$ cat src/rtl/buffer_window_ctrl_pkg.sv
// Shared types and helpers for the column-buffer window controller.
// Optional stall statistics are enabled with BUFFER_WINDOW_CTRL_STATS_EN.
package buffer_ctrl_pkg;

    localparam int STATS_W = 16;

    typedef enum logic [1:0] {
        IDLE,
        RUN,
        DRAIN,
        DONE
    } state_t;

    function automatic int addr_w(input int columns);
        return $clog2(columns);
    endfunction

endpackage

$ cat src/rtl/buffer_window_ctrl_if.sv
// Producer/consumer handshakes and buffer address bus of the controller.
// master = controller side, slave = buffer/streamer/feeder side.
interface buffer_window_ctrl_if
    import buffer_ctrl_pkg::*;
#(
    parameter int COLUMNS   = 32,
    parameter int PAR_WRITE = 4,
    parameter int PAR_READ  = 4
);
    localparam int AW = addr_w(COLUMNS);

    logic                      start;
    logic                      in_valid;
    logic                      in_last;
    logic                      in_ready;
    logic                      out_valid;
    logic                      out_ready;
    logic                      done;
    logic                      buf_wen;
    logic [PAR_WRITE*AW-1:0]   buf_waddr;
    logic [PAR_READ*AW-1:0]    buf_raddr;
    logic [AW:0]               occupancy;

    modport master (
        input  start,
        input  in_valid,
        input  in_last,
        input  out_ready,
        output in_ready,
        output out_valid,
        output done,
        output buf_wen,
        output buf_waddr,
        output buf_raddr,
        output occupancy
    );

    modport slave (
        output start,
        output in_valid,
        output in_last,
        output out_ready,
        input  in_ready,
        input  out_valid,
        input  done,
        input  buf_wen,
        input  buf_waddr,
        input  buf_raddr,
        input  occupancy
    );

endinterface

$ cat src/rtl/buffer_window_ctrl_lane_addr_gen.sv
// Expands a base pointer into LANES consecutive addresses.
// Wrap-around is the natural AW-bit truncation of base + lane.
module buffer_lane_addr_gen #(
    parameter int LANES = 4,
    parameter int AW    = 5
) (
    input  logic [AW-1:0]       i_base,
    output logic [LANES*AW-1:0] o_addr
);

    for (genvar l = 0; l < LANES; l++) begin : g_lane
        assign o_addr[l*AW +: AW] = i_base + AW'(l);
    end

endmodule

$ cat src/rtl/buffer_window_ctrl.sv
// Circular-queue sequencer for the multi-port column buffer.
// Define BUFFER_WINDOW_CTRL_STATS_EN to add saturating stall counters.
module buffer_window_ctrl
    import buffer_ctrl_pkg::*;
#(
    parameter int COLUMNS   = 32,
    parameter int PAR_WRITE = 4,
    parameter int PAR_READ  = 4,
    parameter int STRIDE    = 1
) (
    input  logic                 clk,
    input  logic                 rst,
    buffer_window_ctrl_if.master bus
`ifdef BUFFER_WINDOW_CTRL_STATS_EN
    ,
    output logic [STATS_W-1:0]   stall_full_cnt,
    output logic [STATS_W-1:0]   stall_empty_cnt
`endif
);

    localparam int AW = addr_w(COLUMNS);

    localparam logic [AW:0]   C_COLS = (AW+1)'(COLUMNS);
    localparam logic [AW:0]   C_PW   = (AW+1)'(PAR_WRITE);
    localparam logic [AW:0]   C_PR   = (AW+1)'(PAR_READ);
    localparam logic [AW:0]   C_ST   = (AW+1)'(STRIDE);
    localparam logic [AW-1:0] P_PW   = AW'(PAR_WRITE);
    localparam logic [AW-1:0] P_ST   = AW'(STRIDE);

    state_t                 r_state;
    state_t                 w_state_nxt;
    logic [AW-1:0]          r_wr_ptr;
    logic [AW-1:0]          r_rd_ptr;
    logic [AW:0]            r_count;
    logic [AW-1:0]          w_wr_nxt;
    logic [AW-1:0]          w_rd_nxt;
    logic [AW:0]            w_count_nxt;

    logic                   w_in_ready;
    logic                   w_out_valid;
    logic                   w_wr_acc;
    logic                   w_rd_acc;
    logic                   w_clear;
    logic [PAR_WRITE*AW-1:0] w_waddr;
    logic [PAR_READ*AW-1:0]  w_raddr;

    // Full check uses registered count only; same-cycle reads free nothing.
    assign w_in_ready  = (r_state == RUN) && ((C_COLS - r_count) >= C_PW);
    assign w_out_valid = ((r_state == RUN) || (r_state == DRAIN))
                         && (r_count >= C_PR);
    assign w_wr_acc    = bus.in_valid && w_in_ready;
    assign w_rd_acc    = w_out_valid && bus.out_ready;

    always_ff @(posedge clk) begin
        if (rst) begin
            r_state  <= IDLE;
            r_wr_ptr <= '0;
            r_rd_ptr <= '0;
            r_count  <= '0;
        end else begin
            r_state  <= w_state_nxt;
            r_wr_ptr <= w_wr_nxt;
            r_rd_ptr <= w_rd_nxt;
            r_count  <= w_count_nxt;
        end
    end

    always_comb begin
        w_state_nxt = r_state;
        w_clear     = 1'b0;
        unique case (r_state)
            IDLE: begin
                if (bus.start) begin
                    w_state_nxt = RUN;
                end
            end
            RUN: begin
                if (w_wr_acc && bus.in_last) begin
                    w_state_nxt = DRAIN;
                end
            end
            DRAIN: begin
                if ((r_count < C_PR) && !w_rd_acc) begin
                    w_state_nxt = DONE;
                end
            end
            DONE: begin
                w_state_nxt = IDLE;
                w_clear     = 1'b1;
            end
            default: begin
                w_state_nxt = IDLE;
                w_clear     = 1'b1;
            end
        endcase
    end

    // Tail entries below one window are dropped by the clear on DONE.
    always_comb begin
        w_wr_nxt    = r_wr_ptr;
        w_rd_nxt    = r_rd_ptr;
        w_count_nxt = r_count;
        if (w_clear) begin
            w_wr_nxt    = '0;
            w_rd_nxt    = '0;
            w_count_nxt = '0;
        end else begin
            if (w_wr_acc) begin
                w_wr_nxt = r_wr_ptr + P_PW;
            end
            if (w_rd_acc) begin
                w_rd_nxt = r_rd_ptr + P_ST;
            end
            w_count_nxt = r_count
                          + (w_wr_acc ? C_PW : '0)
                          - (w_rd_acc ? C_ST : '0);
        end
    end

    buffer_lane_addr_gen #(
        .LANES (PAR_WRITE),
        .AW    (AW)
    ) u_wr_lanes (
        .i_base (r_wr_ptr),
        .o_addr (w_waddr)
    );

    buffer_lane_addr_gen #(
        .LANES (PAR_READ),
        .AW    (AW)
    ) u_rd_lanes (
        .i_base (r_rd_ptr),
        .o_addr (w_raddr)
    );

    assign bus.in_ready  = w_in_ready;
    assign bus.out_valid = w_out_valid;
    assign bus.done      = (r_state == DONE);
    assign bus.buf_wen   = w_wr_acc;
    assign bus.buf_waddr = w_waddr;
    assign bus.buf_raddr = w_raddr;
    assign bus.occupancy = r_count;

`ifdef BUFFER_WINDOW_CTRL_STATS_EN
    logic [STATS_W-1:0] r_stall_full;
    logic [STATS_W-1:0] r_stall_empty;
    logic               w_stats_clr;

    assign w_stats_clr = rst || (bus.start && (r_state == IDLE));

    always_ff @(posedge clk) begin
        if (w_stats_clr) begin
            r_stall_full  <= '0;
            r_stall_empty <= '0;
        end else if (r_state == RUN) begin
            if (bus.in_valid && !w_in_ready && (r_stall_full != '1)) begin
                r_stall_full <= r_stall_full + 1'b1;
            end
            if (bus.out_ready && !w_out_valid && (r_stall_empty != '1)) begin
                r_stall_empty <= r_stall_empty + 1'b1;
            end
        end
    end

    assign stall_full_cnt  = r_stall_full;
    assign stall_empty_cnt = r_stall_empty;
`endif

endmodule

$ cat src/flat_wrapper.sv
// flat-port wrapper written by rule: the top's interface ports become plain ports
module buffer_window_ctrl_flat import buffer_ctrl_pkg::*;
#(
    parameter int COLUMNS   = 32,
    parameter int PAR_WRITE = 4,
    parameter int PAR_READ  = 4,
    parameter int STRIDE    = 1
)
  (clk, rst, bus_start, bus_in_valid, bus_in_last, bus_out_ready, bus_in_ready, bus_out_valid, bus_done, bus_buf_wen, bus_buf_waddr, bus_buf_raddr, bus_occupancy);
  buffer_window_ctrl_if #(.COLUMNS(COLUMNS), .PAR_WRITE(PAR_WRITE), .PAR_READ(PAR_READ)) bus_i ();
  input  logic clk;
  input  logic rst;
  input wire logic [$bits(bus_i.start)-1:0] bus_start;
  input wire logic [$bits(bus_i.in_valid)-1:0] bus_in_valid;
  input wire logic [$bits(bus_i.in_last)-1:0] bus_in_last;
  input wire logic [$bits(bus_i.out_ready)-1:0] bus_out_ready;
  output wire logic [$bits(bus_i.in_ready)-1:0] bus_in_ready;
  output wire logic [$bits(bus_i.out_valid)-1:0] bus_out_valid;
  output wire logic [$bits(bus_i.done)-1:0] bus_done;
  output wire logic [$bits(bus_i.buf_wen)-1:0] bus_buf_wen;
  output wire logic [$bits(bus_i.buf_waddr)-1:0] bus_buf_waddr;
  output wire logic [$bits(bus_i.buf_raddr)-1:0] bus_buf_raddr;
  output wire logic [$bits(bus_i.occupancy)-1:0] bus_occupancy;
  assign bus_i.start = bus_start;
  assign bus_i.in_valid = bus_in_valid;
  assign bus_i.in_last = bus_in_last;
  assign bus_i.out_ready = bus_out_ready;
  assign bus_in_ready = bus_i.in_ready;
  assign bus_out_valid = bus_i.out_valid;
  assign bus_done = bus_i.done;
  assign bus_buf_wen = bus_i.buf_wen;
  assign bus_buf_waddr = bus_i.buf_waddr;
  assign bus_buf_raddr = bus_i.buf_raddr;
  assign bus_occupancy = bus_i.occupancy;
  buffer_window_ctrl #(.COLUMNS(COLUMNS), .PAR_WRITE(PAR_WRITE), .PAR_READ(PAR_READ), .STRIDE(STRIDE)) u_core (.clk(clk), .rst(rst), .bus(bus_i));
endmodule
$ cat config.mk
export PLATFORM = sky130hd
export DESIGN_NAME = buffer_window_ctrl_flat
export DESIGN_NICKNAME = d
export VERILOG_FILES = /design/src/rtl/buffer_window_ctrl_pkg.sv /design/src/rtl/buffer_window_ctrl_if.sv /design/src/rtl/buffer_window_ctrl_lane_addr_gen.sv /design/src/rtl/buffer_window_ctrl.sv /design/src/flat_wrapper.sv
export SDC_FILE = /design/constraint.sdc
export NUM_CORES = 1
export LEC_CHECK = 0
export ABC_AREA = 1
export BUFFER_PORTS_ARGS = -buffer_cell sky130_fd_sc_hd__buf_2
export CAP_MARGIN = 10
export CELL_PAD_IN_SITES_DETAIL_PLACEMENT = 2
export CELL_PAD_IN_SITES_GLOBAL_PLACEMENT = 2
export CORE_MARGIN = 2
export CORE_UTILIZATION = 26
export CTS_BUF_LIST = sky130_fd_sc_hd__clkbuf_8 sky130_fd_sc_hd__clkbuf_16
export DETAILED_ROUTE_END_ITERATION = 10
export GPL_TIMING_DRIVEN = 1
export PLACE_DENSITY_LB_ADDON = 0.1
export SYNTH_ARGS = -nofsm -noshare
export SYNTH_HDL_FRONTEND = slang
export SYNTH_SLANG_ARGS = --single-unit
$ cat constraint.sdc
create_clock -name clk -period 5.15 [get_ports clk]
set_clock_uncertainty 0.2 [all_clocks]
set_input_delay 0.2575 -clock clk [delete_from_list [all_inputs] [get_ports clk]]
set_output_delay 0.2575 -clock clk [all_outputs]
set_load 0.05 [all_outputs]
### Word-level counts from Yosys, hierarchy flattened

Index checks and enable logic that the tools add are counted.

* output and inout bits: 50
* register bits: 18
* bits of input ports: 6
* word-level logic and storage cells: 41

* reduce and logical (&&, ||, !) cells: 11
* order comparisons: 3
* equality and inequality tests: 6
* mux-type cells: 7
* $add $sub $neg: 10

Operator list (number)
* 5-bit by 2-bit adder with 5-bit output (second input constant): 4
* 6-bit by 3-bit greater-or-equal comparator with 1-bit output (second input constant): 2
* 5-bit by 1-bit adder with 5-bit output (second input constant): 2
* 2-bit case mux with 4 select lines: 1
* 6-bit adder: 1
* 1-bit logical AND: 6
* 6-bit by 3-bit < comparator with 1-bit output (second input constant): 1
* 2-bit two-way mux: 3
* 2-bit inequality test (second input constant): 3
* 6-bit subtractor: 1
* 6-bit subtractor (first input constant): 1
* 5-bit by 3-bit adder with 5-bit output (second input constant): 1
* 2-bit equality test (second input constant): 2
* 3-bit two-way mux: 1
* 3-bit AND reduction: 1
* 2-bit by 1-bit equality test with 1-bit output (second input constant): 1
* 2-bit logical NOT: 1
* 1-bit two-way mux: 2
* 2-bit OR reduction: 1
* 1-bit logical NOT: 1
* 1-bit logical OR: 1

### Longest topological paths before layout

Gate-level depths: netlist (run 1).

* depth after elaboration: 8
* depth in mapped cells: 18

### Cells and area by module

From an unflattened synthesis (run 1), not the netlist that was laid out.

* cell total of the unflattened synthesis: 221
* area, all modules: 1572.8 µm²

By module, submodules not included
* buffer_window_ctrl: area an instance 1012.2 µm², seq. area each 320.3 µm², times used 1, cells each 131
* buffer_lane_addr_gen: area an instance 280.3 µm², seq. area each 0.0 µm², times used 2, cells each 45

### Worst setup path after synthesis (run 1)

OpenSTA, ideal clock, no wires.

* kind: register -> register
* start point: register u_core.r_count[4], in the netlist u_core.bus.occupancy[4]
* end point: register u_core.r_count[5], in the netlist u_core.bus.occupancy[5]
* required time: 4.880 ns
* path buffers: 1
* clock period less this slack: 3.679 ns
* data arrival time: 3.409 ns
* library setup time: 0.070 ns
* cell stages (with the launch flop): 16
* setup slack: 1.471 ns
* cells stage by stage: dfxtp_1 -> inv_1 -> ha_1 -> a21oi_1 -> nand2_1 -> buf_4 -> inv_1 -> ha_1 -> inv_1 -> ha_1 -> fa_1 -> nand2_1 -> a21oi_1 -> nor2_1 -> o21ai_0 -> a21oi_1

* elaborated cells between the ends (all ways): 11

RTL lines
* start, declared: line buffer_window_ctrl.sv:34 `logic [AW:0] r_count;`
* start signal, assigned: line buffer_window_ctrl.sv:64 `r_count <= w_count_nxt;`
* 6-bit by 3-bit greater-or-equal comparator with 1-bit output: line buffer_window_ctrl.sv:50 `&& (r_count >= C_PR);`
* 1-bit logical AND: line buffer_window_ctrl.sv:50
* via bus_out_valid: line flat_wrapper.sv:18 `output wire logic [$bits(bus_i.out_valid)-1:0] bus_out_valid;`
* 1-bit logical AND: line buffer_window_ctrl.sv:52 `assign w_rd_acc = w_out_valid && bus.out_ready;`
* via u_core.w_rd_acc: line buffer_window_ctrl.sv:42 `logic w_rd_acc;`
* 1-bit two-way mux: line buffer_window_ctrl.sv:116 `- (w_rd_acc ? C_ST : '0);`
* 6-bit subtractor: line buffer_window_ctrl.sv:116

The timed path passes the listed nets, and every way through them passes these cells.
A chain may end at the register's enable or synchronous reset.

### Final worst setup path (run 1)

* start point: register u_core.r_state[0]
* end point: register u_core.r_count[5], in the netlist u_core.bus.occupancy[5]

* word-level cells in the longest chain between the ends: 6
* elaborated cells between the ends (all ways): 14

RTL lines
* start, declared: line buffer_window_ctrl.sv:30 `state_t r_state;`
* start signal, assigned: line buffer_window_ctrl.sv:61 `r_state <= w_state_nxt;`
* 2-bit by 1-bit equality test with 1-bit output / 2-bit equality test (equally long branches): line buffer_window_ctrl.sv:49 `assign w_out_valid = ((r_state == RUN) || (r_state == DRAIN))`
* 1-bit logical OR *: line buffer_window_ctrl.sv:49
* 1-bit logical AND *: line buffer_window_ctrl.sv:50
* 1-bit logical AND *: line buffer_window_ctrl.sv:52
* via u_core.w_rd_acc: line buffer_window_ctrl.sv:42
* 1-bit two-way mux *: line buffer_window_ctrl.sv:116
* 6-bit subtractor *: line buffer_window_ctrl.sv:116

Mark *: on every way through the listed nets, which the timed path passes. The rest lies on a longest branch.

==> results of run 1 <==
-- final cells by class --
cell class / instances / area [um2]
Fill cell: 531 / 2990
Multi-Input combinational cell: 104 / 667
Sequential cell: 16 / 320
Timing Repair Buffer: 47 / 235
Inverter: 30 / 113
Tap cell: 52 / 65.1
Clock buffer: 4 / 55.1
-- metrics by stage --
step | cell area (um2) | worst slack, ps | std cells | hold slack (ps) | util
finish | 1460 | 2370 | 253 | 69.5 | 0.327
detailed placement | 1400 | 2350 | 249 | 329 | 0.315
CTS | 1460 | 2340 | 253 | 72.1 | 0.327
floorplan | 1250 | 1470 | 170 | 213 | -
global route | 1460 | 2000 | 253 | 74.2 | 0.327
global placement | 1400 | 2440 | 249 | 298 | 0.315
-- final timing paths --
path / start / end / slack (ps) / cells past startpoint
min: rst / u_core.r_state[1] / 70 / 4
min reg2reg: u_core.r_wr_ptr[3] / u_core.r_wr_ptr[3] / 330 / 2
max: u_core.r_state[0] / u_core.bus.occupancy[5] / 2370 / 15
max reg2reg: u_core.r_state[0] / u_core.bus.occupancy[5] / 2370 / 15
-- sequential cells by signal (all words and copies together) (netlist names) --
| signal | count |
|---|---|
| u_core.bus.occupancy | 6 |
| u_core.r_rd_ptr | 5 |
| u_core.r_state | 2 |
| u_core.r_wr_ptr | 3 |
-- Yosys cell counts --
| master | instances |
|---|---|
| nor3_1 | 2 |
| a211oi_1 | 1 |
| nand2_2 | 3 |
| nand3_1 | 6 |
| nand2_1 | 17 |
| nor2_1 | 16 |
| nand4_1 | 1 |
| xor2_1 | 7 |
| a31oi_1 | 1 |
| inv_2 | 3 |
| dfxtp_1 | 16 |
| buf_4 | 20 |
| nand2_4 | 1 |
| fa_1 | 1 |
| a21oi_1 | 12 |
| o21ai_2 | 1 |
| a22oi_1 | 1 |
| inv_1 | 27 |
| o21ai_0 | 7 |
| ha_1 | 17 |
| conb_1 | 2 |
| xnor2_1 | 2 |
-- critical path: cells and delay by family (launching register included) --
family	cells	cell delay [ps]
DFF	1	390
adders and majority gates	4	1000
and+or+nand+nor	3	410
buffers and inverters	4	280
AOI/OAI and AO/OA	4	420
-- cell families after synthesis --
family / after synthesis / synth area share
AO/OA/AOI/OAI: 23 / 0.102
adder cells (fa/ha/maj): 18 / 0.190
flip-flops: 16 / 0.261
XOR/XNOR: 9 / 0.0642
buffers and inverters: 50 / 0.214
other: 2 / 0.00612
AND/OR/NAND/NOR: 46 / 0.163
-- routing by layer --
| layer | GRT usage | share of wire | up-vias |
|---|---|---|---|
| met5 | 0 | 0 | - |
| met4 | 0.0679 | 0.020 | 0 |
| met3 | 0.0221 | 0.044 | 5 |
| met2 | 0.241 | 0.53 | 33 |
| met1 | 0.152 | 0.40 | 536 |
| li1 | - | - | 553 |
==> metrics, run 1 <==
status completed; die area ~5300 um2; Yosys warning count 0; DRC 0; largest stage delay on the critical path 400 ps; Post-Syn Instances 164; routed len/inst 12.7 um; CP Launch Type flip-flop; Crit Path Max Fanout 11; first-pass GRT wire length between 5000 and 6000 um; I/O pin cnt 56; via count of the first global-routing pass 1171; endpoints failing setup 0; vias per cell 4.45; share of cells above drive strength 1 0.294; cts bufs inserted 3; leading cell type in the layout, fill and taps excluded buf_2; Syn Std Cell Area between 1000 and 1500 um2; final slew viol count 0; hold buffers post-CTS 0; total setup buffers inserted after CTS 0; share of the synthesized area in the top cell type 0.261; CTS tree built; Post-DP HPWL 2750 um; All-Layer GR Usage 0.134; Avg Cell Area, Syn 7.48 um2; diode count 0; Rows 24; Rel. slew slack 0.664; CTS H-Tree Depth 1; Reg clk slew, reported paths 70 ps; Routed Antenna Nets 0; Die Ht a little over 70 um; wirelength, routed 3220 um; CP Data Required Time 5150 ps; CP cell instances inv_1 > ha_1 > inv_1 > a21oi_1 > nand2_1 > inv_1 > ha_1 > inv_1 > ha_1 > fa_1 > nand2_1 > a21oi_1 > nor2_1 > o21ai_0 > a21oi_1; kind of critical path flip-flop to flip-flop; 1st-pass router iterations 2; Max Buffers Root-to-Sink 2; fmax 360 MHz; PortBufs 47; gpl congestion about 0.76; via count 1127; RSZ-0062 raised after global routing no; setup TNS 0 ps; CP max stage cell fa_1; crit end category flip-flop; Worst Path Arrival 2780 ps; commonest non-fill, non-tap cells in the layout buf_2 (47), inv_1 (27), nand2_1 (17), ha_1 (17); Initial Util 0.276; Max Cap Viol 0; Overflow after GRT 0; most frequent CP cell inv_1; Synth area leaders dfxtp_1 (26%), ha_1 (17%), buf_4 (12%), inv_1 (8.3%), nand2_1 (5.2%); Distinct cells, synth 22; fin nets approximately 230; Yosys reg bits 16; sequential area share after synthesis 0.261; clk sink count 16; Iter 0 DRT Violations 7; root buf cell clkbuf_8; Final min period 2780 ps; largest net degree at the start of global routing 12; Hold Crit Class input port to flip-flop; Core Footprint 4440 um2; Worst-Margin Slew 502 ps; initial antenna violation count 0; count of final hold-check violations 0; die width between 70 and 80 um; final worst-path cycle share 0.540; area leader, netlist dfxtp_1; post-cts sizing count 0; Clock Latency Late Sink 260 ps; Layout area overhead 18.6%
Power of run 1 is not shown: default switching activity piles up to over one toggle a cycle in this logic, so the estimate is an artifact.
==> run 2, diff against run 1 <==
- ABC_AREA: 1 -> 0
- clock period: 5.15 -> 2.85 ns (I/O delays scaled with it)
==> run 2 against run 1 <==
Sequential share of layout area decreased by 2.2 points. Routed wire length grew 19%. Cell area is 15% higher. Highest routed layer unchanged. Core utilization grew 2.1 points. Global-route usage is 1.0 points higher. Flip-flop and latch count unchanged. First-iteration DRC count grew 71%.
==> metrics, run 2 <==
Synth area leaders dfxtp_1 (24%), ha_1 (16%), buf_4 (11%), inv_1 (5.4%), xnor2_1 (4.6%); largest net degree at the start of global routing 12 (unchanged); initial antenna violation count 0 (unchanged); Max Cap Viol 0 (unchanged); Yosys warning count 0 (unchanged); Crit Path Max Fanout 5 (-6); Distinct cells, synth 36 (+64%); setup TNS 0 ps (unchanged); list of most frequent post-synthesis cells buf_4 (19), inv_1 (19), ha_1 (17); commonest non-fill, non-tap cells in the layout buf_2 (47), inv_1 (16), ha_1 (15); cts bufs inserted 3 (unchanged); Reg clk slew, reported paths 70 ps (about the same); status completed; Post-DP HPWL 3030 um (+10%); die area 5680 um2 (+7.5%); final slew viol count 0 (unchanged); gpl congestion 0.799 (+5.2%); largest stage delay on the critical path 490 ps (+90 ps); area leader, netlist dfxtp_1; CTS tree built; fin nets 223 (-1.3%); root buf cell clkbuf_8; count of final hold-check violations 0 (unchanged); Core Footprint 4820 um2 (+8.4%); Max Buffers Root-to-Sink 2 (unchanged); Syn Std Cell Area 1330 um2 (+8.0%); Leakage ~0.86 nW; diode count 0 (unchanged); CP cell instances inv_2 > ha_2 > or4bb_4 > o2111ai_4 > nand2_4 > inv_1 > ha_1 > inv_2 > ha_1 > a21o_1 > a21oi_2 > xnor2_1 > nor2_1; endpoints failing setup 0 (unchanged); hold wc startpoint bus_out_ready; Die Ht 75.4 um (+3.7%); M2 GR Usage 0.252 (+0.0108); dominant synthesized flop cell dfxtp_1; Post-synth EDFFs 0 (unchanged); kind of critical path flip-flop to flip-flop; 1st-pass router iterations 4 (+2); die width 75.4 um (+3.7%); DRC 0 (unchanged); PortBufs 47 (unchanged); Iter 0 DRT Violations 12 (+5); via count 1211 (+7.5%); Clock Latency Late Sink 250 ps (about the same); Rows 25 (+4.2%); crit end category flip-flop; RSZ-0062 raised after global routing no; CP bufs+invs 3 (-1); CTS H-Tree Depth 1 (unchanged); I/O pin cnt 56 (unchanged); All-Layer GR Usage 0.144 (+0.00997); Worst Path Arrival 2650 ps (-130 ps); grt met3 use 0.0291 (+0.00700); Layout area overhead 26.7%; Initial Util 0.275 (-0.00112); Power Internal 0.000894 W; sequential power share 0.187; grt peak-use layer met2; Clock power frac 0.089; Hold Crit Class input port to flip-flop; CP Data Required Time 2790 ps (-2360 ps); fmax 369 MHz (+2.5%); via count of the first global-routing pass 1234 (+5.4%); Peak supply drop ~0.46 mV; Final min period 2710 ps (-68.7 ps); first-pass GRT wire length 6220 um (+13%); DP Worst Slack 49.1 ps (-2300 ps); vias per cell 4.57 (+2.6%); Crit path max-delay family adder cells; PwrDens 1240 nW/um2; number of flip-flops under the largest register name 6 (unchanged); Avg Cell Area, Syn 8.44 um2 (+13%); sequential area share after synthesis 0.242 (-0.0192); Net Sw Power 0.00119 W; Yosys reg bits 16 (unchanged); Worst Setup SP u_core.bus.occupancy[4]; CP max stage cell or4bb_4; worst setup margin 140 ps (-2230 ps); routed len/inst 14.5 um (+14%); Routed Antenna Nets 0 (unchanged); final worst-path cycle share 0.951 (+0.411); share of cells above drive strength 1 0.394 (+0.100); CP Launch Type flip-flop; Post-Syn Instances 157 (-4.3%); clk sink count 16 (unchanged); switching share of total power 0.570; combinational group share of total power 0.724; M1 GR Usage 0.179 (+0.0277); leading cell type in the layout, fill and taps excluded buf_2; wirelength, routed 3840 um (+19%); Overflow after GRT 0 (unchanged); share of the synthesized area in the top cell type 0.242 (-0.0192); Async SR Flop Fraction 0 (unchanged); worst r2r src u_core.bus.occupancy[4]
[run 2: cell count changes in the layout (fill, tap and decap cells not counted), moves of 4 or more]
| cell | change |
|---|---|
| and2_1 | +4 |
| nor2_1 | -5 |
| o21ai_0 | -4 |
| a21oi_1 | -6 |
| inv_1 | -11 |
| xnor2_1 | +5 |
| dfxtp_1 | -6 |
| buf_4 | +5 |
| nand2_1 | -13 |
| dfxtp_2 | +4 |
[run 2: timing repair]
item,in CTS,in global routing
resized for setup,0,6
setup endpoints to repair,0,2
endpoints found under the hold margin,1,0
setup buffers,0,3
hold buffers,1,0
[run 2: worst paths after layout]
kind	end	slack [ps]	depth (start not counted)
max	u_core.bus.occupancy[4]	140	13
min	u_core.r_rd_ptr[3]	110	4
max reg2reg	u_core.bus.occupancy[4]	140	13
min reg2reg	u_core.r_wr_ptr[4]	310	2
[run 2: per-layer routing]
| metal | vias to the layer above | wire [um] |
|---|---|---|
| met5 | - | 0 |
| met4 | 0 | 43 |
| met3 | 4 | 202 |
| met2 | 40 | 1980 |
| met1 | 589 | 1610 |
| li1 | 578 | - |
[run 2: logic make-up after synthesis]
| logic type | count (synthesis) | synth area share |
|---|---|---|
| simple gates | 37 | 0.150 |
| mux | 3 | 0.0227 |
| xor+xnor | 14 | 0.0925 |
| fa+ha+maj | 18 | 0.176 |
| flops | 16 | 0.242 |
| compound gates | 26 | 0.142 |
| other cells | 2 | 0.00567 |
| buf+inv | 41 | 0.170 |
[run 2: layout make-up]
class / instances / area [um2]
fillers: 593 / 3140
multi-input cells: 106 / 863
flip-flops and latches: 16 / 333
repair buffers: 53 / 283
well taps: 67 / 83.8
inverters: 19 / 71.3
clock buffers: 3 / 41.3
clock inverters: 1 / 3.75
[run 2: worst reg2reg max path, stage by stage, from the launching register on]
cell	delay, ps
dfxtp_4	360
inv_2	80
ha_2	180
or4bb_4	490
o2111ai_4	130
nand2_4	70
inv_1	60
ha_1	220
inv_2	80
ha_1	230
a21o_1	170
a21oi_2	150
xnor2_1	130
nor2_1	50
[run 2: per-stage QoR]
stage	instances	total power [W]	util	hold WS, ps	cell area, um2
final	265	0.00208	0.349	108	1680
after global routing	265	0.00226	0.349	138	1680
after CTS	262	0.00207	0.341	122	1640
after detailed placement	257	0.00186	0.330	194	1590
after global placement	257	0.00182	0.330	189	1590
after floorplan	163	0.00157	-	15.3	1410
[run 2: power groups by stage]
stage                     Combinational, W  Clock, W  Sequential (W)
after floorplan                    0.00102         0        0.000543
after global placement             0.00142         0        0.000394
after detailed placement           0.00145         0        0.000402
after CTS                          0.00147  0.000197        0.000397
after global routing               0.00164  0.000207        0.000404
final                              0.00151  0.000184        0.000389
No activity file was read; power rests on OpenSTA's default activity.
